--- src/rtl/hc_sr04_multi_cntr_pkg.sv ---
// Shared definitions for the multi-channel HC-SR04 ranger: one-hot state
// encoding and small constant helpers used to size counters.
package hc_sr04_multi_cntr_pkg;

    localparam int N_STATES = 7;

    typedef enum logic [N_STATES-1:0] {
        S_IDLE      = 7'b000_0001,
        S_TRIG      = 7'b000_0010,
        S_WAIT_RISE = 7'b000_0100,
        S_MEASURE   = 7'b000_1000,
        S_DONE      = 7'b001_0000,
        S_TIMEOUT   = 7'b010_0000,
        S_GAP       = 7'b100_0000
    } state_t;

    function automatic int clog2(input int value);
        int r;
        int v;
        r = 0;
        v = value - 1;
        while (v > 0) begin
            r++;
            v = v >> 1;
        end
        return r;
    endfunction

    // Clocks per microsecond; SYS_FREQ is a whole number of MHz.
    function automatic int clk_per_us(input int sys_freq);
        return sys_freq / 1_000_000;
    endfunction

endpackage

--- src/rtl/edge_detector_n.sv ---
// Two-flop synchroniser followed by a registered edge detector for one
// asynchronous input; edges are reported one cycle after synchronisation.
module edge_detector_n (
    input  logic clk,
    input  logic reset_n,
    input  logic cp,
    output logic p_edge,
    output logic n_edge
);

    logic sync_p0;
    logic sync_p1;
    logic prev_p2;

    always_ff @(posedge clk) begin
        if (!reset_n) begin
            sync_p0 <= 1'b0;
            sync_p1 <= 1'b0;
            prev_p2 <= 1'b0;
        end else begin
            sync_p0 <= cp;
            sync_p1 <= sync_p0;
            prev_p2 <= sync_p1;
        end
    end

    assign p_edge = sync_p1 & ~prev_p2;
    assign n_edge = ~sync_p1 & prev_p2;

endmodule

--- src/rtl/hc_sr04_multi_cntr_usec_tick_gen.sv ---
// Microsecond prescaler: one-cycle tick at terminal count, restartable so
// every state starts its timing from a fresh microsecond boundary.
module usec_tick_gen
    import hc_sr04_multi_cntr_pkg::*;
#(
    parameter int SYS_FREQ = 100_000_000
) (
    input  logic clk,
    input  logic reset_n,
    input  logic clear,
    output logic tick
);

    localparam int CLK_PER_US = clk_per_us(SYS_FREQ);
    localparam int CNT_W      = (CLK_PER_US > 1) ? clog2(CLK_PER_US) : 1;

    logic [CNT_W-1:0] cnt;

    assign tick = (cnt == CNT_W'(CLK_PER_US - 1));

    always_ff @(posedge clk) begin
        if (!reset_n || clear || tick) begin
            cnt <= '0;
        end else begin
            cnt <= cnt + CNT_W'(1);
        end
    end

endmodule

--- src/rtl/hc_sr04_multi_cntr.sv ---
// Round-robin HC-SR04 controller: triggers one sensor at a time, times its
// echo in microseconds and publishes a saturated centimetre distance per channel.
module hc_sr04_multi_cntr
    import hc_sr04_multi_cntr_pkg::*;
#(
    parameter int N_CH       = 4,
    parameter int SYS_FREQ   = 100_000_000,
    parameter int TRIG_US    = 10,
    parameter int TIMEOUT_US = 30_000,
    parameter int GAP_US     = 60_000,
    parameter int US_PER_CM  = 58,
    parameter int DIST_W     = 9,
    localparam int CH_W      = (N_CH > 1) ? clog2(N_CH) : 1
) (
    input  logic                   clk,
    input  logic                   reset_n,
    input  logic                   enable,
    input  logic [N_CH-1:0]        echo,
    output logic [N_CH-1:0]        trig,
    output logic [N_CH*DIST_W-1:0] distance,
    output logic [N_CH-1:0]        dist_valid,
    output logic [N_CH-1:0]        timeout,
    output logic                   sample_strobe,
    output logic [CH_W-1:0]        sample_ch
);

    localparam int MAX_A = (TRIG_US > TIMEOUT_US) ? TRIG_US : TIMEOUT_US;
    localparam int MAX_US = (MAX_A > GAP_US) ? MAX_A : GAP_US;
    localparam int US_W   = clog2(MAX_US + 1);
    localparam int SUB_W  = (US_PER_CM > 1) ? clog2(US_PER_CM) : 1;

    state_t state;
    state_t state_next;
    logic   state_chg;

    logic [CH_W-1:0]  ch;
    logic [US_W-1:0]  us_cnt;
    logic [SUB_W-1:0] sub_cnt;
    logic [SUB_W-1:0] sub_nxt;
    logic [DIST_W-1:0] cm_cnt;
    logic [DIST_W-1:0] cm_nxt;
    logic             tick;

    logic [N_CH-1:0] rise_all;
    logic [N_CH-1:0] fall_all;
    logic            rise_sel;
    logic            fall_sel;

    logic [N_CH-1:0][DIST_W-1:0] dist_q;
    logic [N_CH-1:0]             valid_q;
    logic [N_CH-1:0]             tout_q;

    function automatic logic [DIST_W-1:0] sat_inc(input logic [DIST_W-1:0] v);
        return (v == {DIST_W{1'b1}}) ? v : v + DIST_W'(1);
    endfunction

    // Echo synchronisation and edge detection, one per sensor pin
    for (genvar k = 0; k < N_CH; k++) begin : g_echo
        edge_detector_n u_edge (
            .clk     (clk),
            .reset_n (reset_n),
            .cp      (echo[k]),
            .p_edge  (rise_all[k]),
            .n_edge  (fall_all[k])
        );
    end

    assign rise_sel  = rise_all[ch];
    assign fall_sel  = fall_all[ch];
    assign state_chg = (state_next != state);

    usec_tick_gen #(
        .SYS_FREQ (SYS_FREQ)
    ) u_tick (
        .clk     (clk),
        .reset_n (reset_n),
        .clear   (state_chg),
        .tick    (tick)
    );

    always_ff @(posedge clk) begin
        if (!reset_n) begin
            state <= S_IDLE;
        end else begin
            state <= state_next;
        end
    end

    always_comb begin
        state_next = state;
        case (state)
            S_IDLE: begin
                if (enable) state_next = S_TRIG;
            end
            S_TRIG: begin
                if (tick && us_cnt == US_W'(TRIG_US - 1)) state_next = S_WAIT_RISE;
            end
            S_WAIT_RISE: begin
                if (rise_sel) state_next = S_MEASURE;
                else if (tick && us_cnt == US_W'(TIMEOUT_US - 1)) state_next = S_TIMEOUT;
            end
            S_MEASURE: begin
                if (fall_sel) state_next = S_DONE;
                else if (tick && us_cnt == US_W'(TIMEOUT_US - 1)) state_next = S_TIMEOUT;
            end
            S_DONE, S_TIMEOUT: begin
                state_next = S_GAP;
            end
            S_GAP: begin
                if (tick && us_cnt == US_W'(GAP_US - 1)) state_next = enable ? S_TRIG : S_IDLE;
            end
            default: begin
                state_next = S_IDLE;
            end
        endcase
    end

    // The final microsecond of the echo lands on the same edge that enters
    // S_DONE, so results are taken from the next-value of the accumulator.
    always_comb begin
        sub_nxt = sub_cnt;
        cm_nxt  = cm_cnt;
        if (state == S_MEASURE && tick) begin
            if (sub_cnt == SUB_W'(US_PER_CM - 1)) begin
                sub_nxt = '0;
                cm_nxt  = sat_inc(cm_cnt);
            end else begin
                sub_nxt = sub_cnt + SUB_W'(1);
            end
        end
    end

    always_ff @(posedge clk) begin
        if (!reset_n) begin
            us_cnt  <= '0;
            sub_cnt <= '0;
            cm_cnt  <= '0;
            ch      <= '0;
        end else begin
            if (state_chg) us_cnt <= '0;
            else if (tick) us_cnt <= us_cnt + US_W'(1);

            if (state_next == S_MEASURE && state != S_MEASURE) begin
                sub_cnt <= '0;
                cm_cnt  <= '0;
            end else begin
                sub_cnt <= sub_nxt;
                cm_cnt  <= cm_nxt;
            end

            if (state == S_GAP && state_chg) begin
                ch <= (ch == CH_W'(N_CH - 1)) ? '0 : ch + CH_W'(1);
            end
        end
    end

    // Results are written on entry so they are visible with sample_strobe
    always_ff @(posedge clk) begin
        if (!reset_n) begin
            dist_q  <= '0;
            valid_q <= '0;
            tout_q  <= '0;
        end else if (state_next == S_DONE) begin
            dist_q[ch]  <= cm_nxt;
            valid_q[ch] <= 1'b1;
            tout_q[ch]  <= 1'b0;
        end else if (state_next == S_TIMEOUT) begin
            dist_q[ch]  <= '1;
            valid_q[ch] <= 1'b0;
            tout_q[ch]  <= 1'b1;
        end
    end

    always_comb begin
        trig = '0;
        if (state == S_TRIG) trig[ch] = 1'b1;
    end

    assign sample_strobe = (state == S_DONE) || (state == S_TIMEOUT);
    assign sample_ch     = ch;
    assign distance      = dist_q;
    assign dist_valid    = valid_q;
    assign timeout       = tout_q;

endmodule

--- config.mk ---
export PLATFORM = sky130hd
export DESIGN_NAME = hc_sr04_multi_cntr
export DESIGN_NICKNAME = d
export VERILOG_FILES = /design/src/rtl/hc_sr04_multi_cntr_pkg.sv /design/src/rtl/edge_detector_n.sv /design/src/rtl/hc_sr04_multi_cntr_usec_tick_gen.sv /design/src/rtl/hc_sr04_multi_cntr.sv
export SDC_FILE = /design/constraint.sdc
export NUM_CORES = 1
export LEC_CHECK = 0
export CAP_MARGIN = 0
export CORE_UTILIZATION = 59
export DETAILED_ROUTE_END_ITERATION = 10
export DONT_BUFFER_PORTS = 1
export PLACE_DENSITY = 0.82
export RECOVER_POWER = 100
export SLEW_MARGIN = 20
export SYNTH_ARGS = -nofsm -noshare
export SYNTH_HDL_FRONTEND = slang
export SYNTH_SLANG_ARGS = --single-unit
export TNS_END_PERCENT = 50
--- constraint.sdc ---
create_clock -name clk -period 3.2 [get_ports clk]
set_clock_uncertainty 0.1 [all_clocks]
set_input_delay 0.96 -clock clk [delete_from_list [all_inputs] [get_ports clk]]
set_output_delay 0.96 -clock clk [all_outputs]
set_load 0.05 [all_outputs]
==> run metrics, run 1 <==
Worst-Skew Late Latency 0.37 ns; Simple-Gate Fraction of Synth Area 0.275; post-synthesis mux area share 0.00945; mapped cell area 0.00477 sq mm; RSZ-0062 raised after global routing no; setup bufs post-CTS 0; total track usage 0.261; Post-synth EDFFs 0; TritonRoute pass-1 iters 5; worst hold path class flip-flop to flip-flop; routed vias 3755; crit share post-route 0.959; Hold WS 0.346 ns; Antenna Cells 0; layout cells sized above 1 0.0833; Max VDD drop 0.250 mV; Crit path required time approximately 2.1 ns; Power, Total 2.22 mW; Leak Pwr 1.77 nW; hold_buf cts 0; Post-Synth XOR/XNOR Area 0.0622; Cells after Synth 504; die area 0.00844 sq mm; outcome complete, no violations; Max Cap Viol 0; Vert. Die Dim roughly 92 microns; Initial Utilization 0.614; gr ovfl total 0; register area share after synthesis 0.433; CTS Buffer Depth 2; Placer Congestion 0.897; Starting DRT DRC Count ~230; Clock Sinks 103; area grow syn2layout 4.15%; Crit Path Class flip-flop to primary output; top_reg_cell synth dfxtp_1; Worst Setup End Kind primary output; Pwr per Cell Area about 450 mW/mm^2; CTS tree done; asr flop ratio synth 0; Inserted Clock Buffers 9; syn avg cell area 9.46 sq um; YS warnings 0; Worst Max-Slew Pin Slew approximately 0.85 ns; pin count of the biggest net entering global routing 70; routed len/inst between 15 and 20 microns; critical path arrival 2.01 ns; Die W 91.9 microns; clock-pin slew on the worst setup and hold paths between 0.1 and 0.15 ns; antenna viol nets, final 0; IO Port Bufs 0; antenna violations before repair 0; Slew Viols, Final 0; Core Area just under 0.008 sq mm; setup TNS 0 ns; hpwl dp ~7400 microns; CP max FO 10; #FFs+latches synth 103; CTS H-tree lvls 3; post-synthesis cell type count 71; crit path launch type flip-flop; largest family of logic cells by synthesized area simple AND/OR/NAND/NOR gates; setup violation total in the final timing report 0; final wirelength between 10000 and 15000 microns; Avg Vias per Cell approximately 6.2; minimum clock period 3.07 ns; vias in the first global route between 3000 and 4000; # rows 32; DRC viols 0; Syn Nets 521; nets 516; # IOs 58; post-synthesis adder-cell area fraction 0.0262; Hold Fails Final Rpt 0; FMAX between 300 and 400 MHz; Synth Area in Compound Gates 0.155; first-pass GRT wire length approximately 17000 microns; max_slew headroom 0.432; CTS Root Cell clkbuf_8
[synth_stat cells (all sizes together), types with 4 or more instances]
| cell type | n | area share |
|---|---|---|
| o21a | 7 | 0.017 |
| o21ai | 15 | 0.016 |
| nor2 | 44 | 0.036 |
| nand2 | 39 | 0.031 |
| nand4 | 11 | 0.020 |
| o211ai | 4 | 0.0073 |
| nand3 | 34 | 0.037 |
| xor2 | 20 | 0.038 |
| nor4 | 12 | 0.022 |
| xnor2 | 13 | 0.024 |
| buf | 11 | 0.016 |
| nor3 | 25 | 0.027 |
| inv | 12 | 0.0094 |
| nand4b | 5 | 0.0092 |
| a21oi | 12 | 0.016 |
| o211a | 6 | 0.013 |
| and2 | 22 | 0.029 |
| and3 | 8 | 0.010 |
| clkbuf | 17 | 0.014 |
| ha | 10 | 0.026 |
| or4 | 4 | 0.0071 |
| dfxtp | 103 | 0.43 |
| o221a | 21 | 0.050 |
[metal layers]
layer  up-vias  share of wire  track usage  wire length, microns
li1       1826              -            -                     -
met1      1809           0.45        0.338                  4670
met2       101           0.47        0.412                  4920
met3        19          0.057       0.0713                   596
met4         0          0.019        0.104                   197
met5         -              0            0                     0
[worst max-delay path, cell delays in order, from the launching register on]
cell and delay [ns]:
dfxtp_1 0.43, nor4_4 0.41, nand3_1 0.29, nor2_1 0.21, buf_2 0.30
[layout make-up]
class	count	area, sq um
fillers	663	2800
multi-input cells	360	2420
flip-flops and latches	103	2060
well taps	102	128
clock buffers	9	124
clock inverters	7	93.8
repair buffers	12	83.8
inverters	13	48.8
[report_power, final]
| part | internal (mW) | total [mW] | leakage (nW) | switching [mW] |
|---|---|---|---|---|
| logic | 0.0258 | 0.0686 | 0.832 | 0.0429 |
| registers | 1.29 | 1.30 | 0.832 | 0.0108 |
| clock network | 0.324 | 0.846 | 0.108 | 0.522 |
| total | 1.64 | 2.22 | 1.77 | 0.576 |
[layout by cell type, fill, tap and decap left out, drive strengths merged, types with 8 or more instances in the layout]
cell type	count
and3	8
nor4	12
inv	16
xor2	20
o21ai	15
nor2	44
nand4	11
o221a	21
nand3	34
nor3	25
nand2	39
buf	10
a21oi	12
and2	22
dfxtp	103
ha	10
clkbuf	11
xnor2	13
[sequential cells by signal, summed over array words and instances, names as in the netlist, named ones only]
register / cells
distance: 36
us_cnt: 16
cm_cnt: 9
state: 7
u_tick.cnt: 7
sub_cnt: 6
g_echo.u_edge.prev_p2: 4
g_echo.u_edge.sync_p0: 4
g_echo.u_edge.sync_p1: 4
sample_ch: 2
[worst paths after layout]
kind	from	to	slack, ns	depth (start not counted)
min	g_echo[3].u_edge.sync_p0	g_echo[3].u_edge.sync_p1	0.35	1
max reg2reg	u_tick.cnt[4]	distance[28]	0.20	6
max	state[3]	trig[3]	0.13	4
min reg2reg	g_echo[3].u_edge.sync_p0	g_echo[3].u_edge.sync_p1	0.35	1
[cell families (layout without fill, tap and decap cells)]
| group | Yosys count | after routing |
|---|---|---|
| simple gates | 228 | 228 |
| flops | 103 | 103 |
| compound gates | 85 | 85 |
| buf+inv | 41 | 41 |
| xor+xnor | 33 | 33 |
| fa+ha+maj | 10 | 10 |
| mux | 4 | 4 |
[repair_timing]
item,CTS,global route
endpoints found under the setup margin,4,3
resized for setup,1,1
hold endpoints to repair,0,0
[stage by stage]
step	util	cell area (sq um)	std cells	setup slack (ns)
after floorplan	-	4770	504	0.198
after global placement	0.623	4840	590	0.390
after detailed placement	0.623	4840	590	0.316
after CTS	0.652	5070	606	0.0919
after global routing	0.639	4960	606	0.0212
final	0.639	4960	606	0.130
Power figures use the tool's default switching activity.
==> run 2, diff against run 1 <==
--- a/config.mk
+++ b/config.mk
@@ -6,10 +6,10 @@
 export NUM_CORES = 1
 export LEC_CHECK = 0
 export CAP_MARGIN = 0
-export CORE_UTILIZATION = 59
+export CORE_UTILIZATION = 63
 export DETAILED_ROUTE_END_ITERATION = 10
 export DONT_BUFFER_PORTS = 1
-export PLACE_DENSITY = 0.82
+export PLACE_DENSITY = 0.86
 export RECOVER_POWER = 100
 export SLEW_MARGIN = 20
 export SYNTH_ARGS = -nofsm -noshare
==> run metrics, run 2 (synthesis results as in run 1) <==
CTS Root Cell clkbuf_8; Worst Max-Slew Pin Slew 0.875 ns; Worst-Skew Late Latency around 0.37 ns; family with the most delay on the worst path simple AND/OR/NAND/NOR gates; vias in the first global route roughly 3500; crit path launch type flip-flop; Sequential Power Share 0.591; Antenna Cells 0; setup bufs post-CTS 0; Avg Vias per Cell 6.34; first-pass GRT wire length 16900 microns; Final Util 0.680; total track usage 0.278; Core Area 0.00729 sq mm; Starting DRT DRC Count 274; area grow syn2layout 4.02%; Inserted Clock Buffers 9; max_slew headroom 0.413; outcome complete, no violations; Placer Congestion 0.868; Slew Viols, Final 0; FMAX 319 MHz; Vert. Die Dim 89.0 microns; Hold Path Stages 1; Leak Pwr 1.77 nW; setup violation total in the final timing report 0; Final WS setup between 0.06 and 0.07 ns; M2 GR Usage 0.455; Switch Pwr 0.571 mW; final wirelength 10900 microns; Internal Power 1.64 mW; max reg flops 36; Initial Utilization 0.654; R2R Setup Slk 0.23 ns; worst r2r path cells 6; met3 GRT Util 0.0739; worst hold path class flip-flop to flip-flop; setup TNS 0 ns; Max Cap Viol 0; clock share of power 0.376; IO Port Bufs 0; RSZ-0062 raised after global routing no; TritonRoute pass-1 iters 7; worst path bufs/invs 1; nets between 500 and 600; Max VDD drop between 0.2 and 0.3 mV; Worst Setup End Kind primary output; DRC viols 0; switching part of the total 0.259; layout cells sized above 1 0.0810; r2r startpoint sample_ch[0]; antenna violations before repair 0; hold_buf cts 0; Critical R2R Capture distance[18]; met1 usage 0.354; commonest non-fill, non-tap cell in the layout dfxtp_1; Comb power frac 0.033; crit-path cells nor4_2 -> nand3_1 -> nor2_1 -> buf_4; Hold Fails Final Rpt 0; crit path max-delay cell type nor4_2; Pwr per Cell Area 445 mW/mm^2; clock-pin slew on the worst setup and hold paths between 0.1 and 0.15 ns; routed len/inst 17.9 microns; pin count of the biggest net entering global routing 70; # rows 31; most frequent cells in the layout 103 x dfxtp_1, 42 x nor2_1, 39 x nand2_1; minimum clock period 3.14 ns; antenna viol nets, final 0; hold_sp g_echo[2].u_edge.sync_p0; Crit Path Class flip-flop to primary output; hpwl dp roughly 7600 microns; Hold EP g_echo[2].u_edge.sync_p1; Setup WS pre-CTS between 0.3 and 0.4 ns; CTS tree done; global route hottest layer met2; Largest stage delay, worst path 0.47 ns; Clock Sinks between 100 and 150; CP max FO 9; CTS H-tree lvls 3; routed vias ~3800; die area 0.00792 sq mm; CTS Buffer Depth 2; critical path arrival 2.08 ns; Crit path required time 2.14 ns; crit share post-route 0.981; Die W around 89 microns; gr ovfl total 0; # IOs 58
==> run 2: changes by cell type in the layout (fill, tap and decap cells not counted), moves of 2 or more <==
cell,previous run,this run
inv_8,1,3
nor4_2,2,4
clkbuf_1,1,6
nand4_1,11,9
clkinv_4,0,2
inv_6,2,0
buf_4,9,5
==> run 2: worst max path at each step <==
stage / depth (start not counted) / end / start
after floorplan: 6 / trig[0] / sample_ch[0]
after global routing: 4 / trig[2] / state[2]
after CTS: 4 / trig[2] / state[2]
after global placement: 4 / trig[2] / state[2]
final: 4 / trig[2] / state[2]
after detailed placement: 4 / trig[2] / state[2]
==> run 2: final cells by class <==
cell class / count / area, sq um
fill: 589 / 2330
multi-input combinational: 360 / 2440
inverter: 13 / 48.8
sequential: 103 / 2060
tap: 99 / 124
clock buffer: 9 / 124
timing repair buffer: 14 / 80.1
clock inverter: 7 / 83.8
==> run 2: power groups by stage <==
stage	clock network [mW]	logic, mW	registers (mW)
after detailed placement	0	0.0738	1.33
final	0.829	0.0724	1.30
after CTS	0.838	0.0741	1.30
after floorplan	0	0.0723	1.33
after global routing	0.893	0.0796	1.31
after global placement	0	0.0716	1.33
==> run 2: worst reg2reg max path: cells and delay by family, from the launching register on <==
kind,cells,cell delay (ns)
AO/OA/AOI/OAI,3,1.10
flip-flops,1,0.61
AND/OR/NAND/NOR,3,1.11
==> run 2: what timing repair did <==
item / CTS / global route
hold endpoints to repair: 0 / 0
resized for setup: 1 / 0
endpoints found under the setup margin: 4 / 0
==> run 2: metal layers <==
| layer | share of wire | vias to the layer above |
|---|---|---|
| li1 | - | 1820 |
| met1 | 0.42 | 1841 |
| met2 | 0.49 | 150 |
| met3 | 0.069 | 24 |
| met4 | 0.022 | 0 |
| met5 | 0 | - |
==> run 2: stage by stage <==
step | instance area [sq um] | hold slack (ns) | total power [mW] | cells
6_report | 4960 | 0.383 | 2.21 | 605
5_1_grt | 4960 | 0.405 | 2.28 | 605
3_3_place_gp | 4850 | 0.346 | 1.40 | 589
4_1_cts | 5070 | 0.378 | 2.22 | 605
2_1_floorplan | 4770 | 0.312 | 1.40 | 504
3_5_place_dp | 4850 | 0.357 | 1.41 | 589
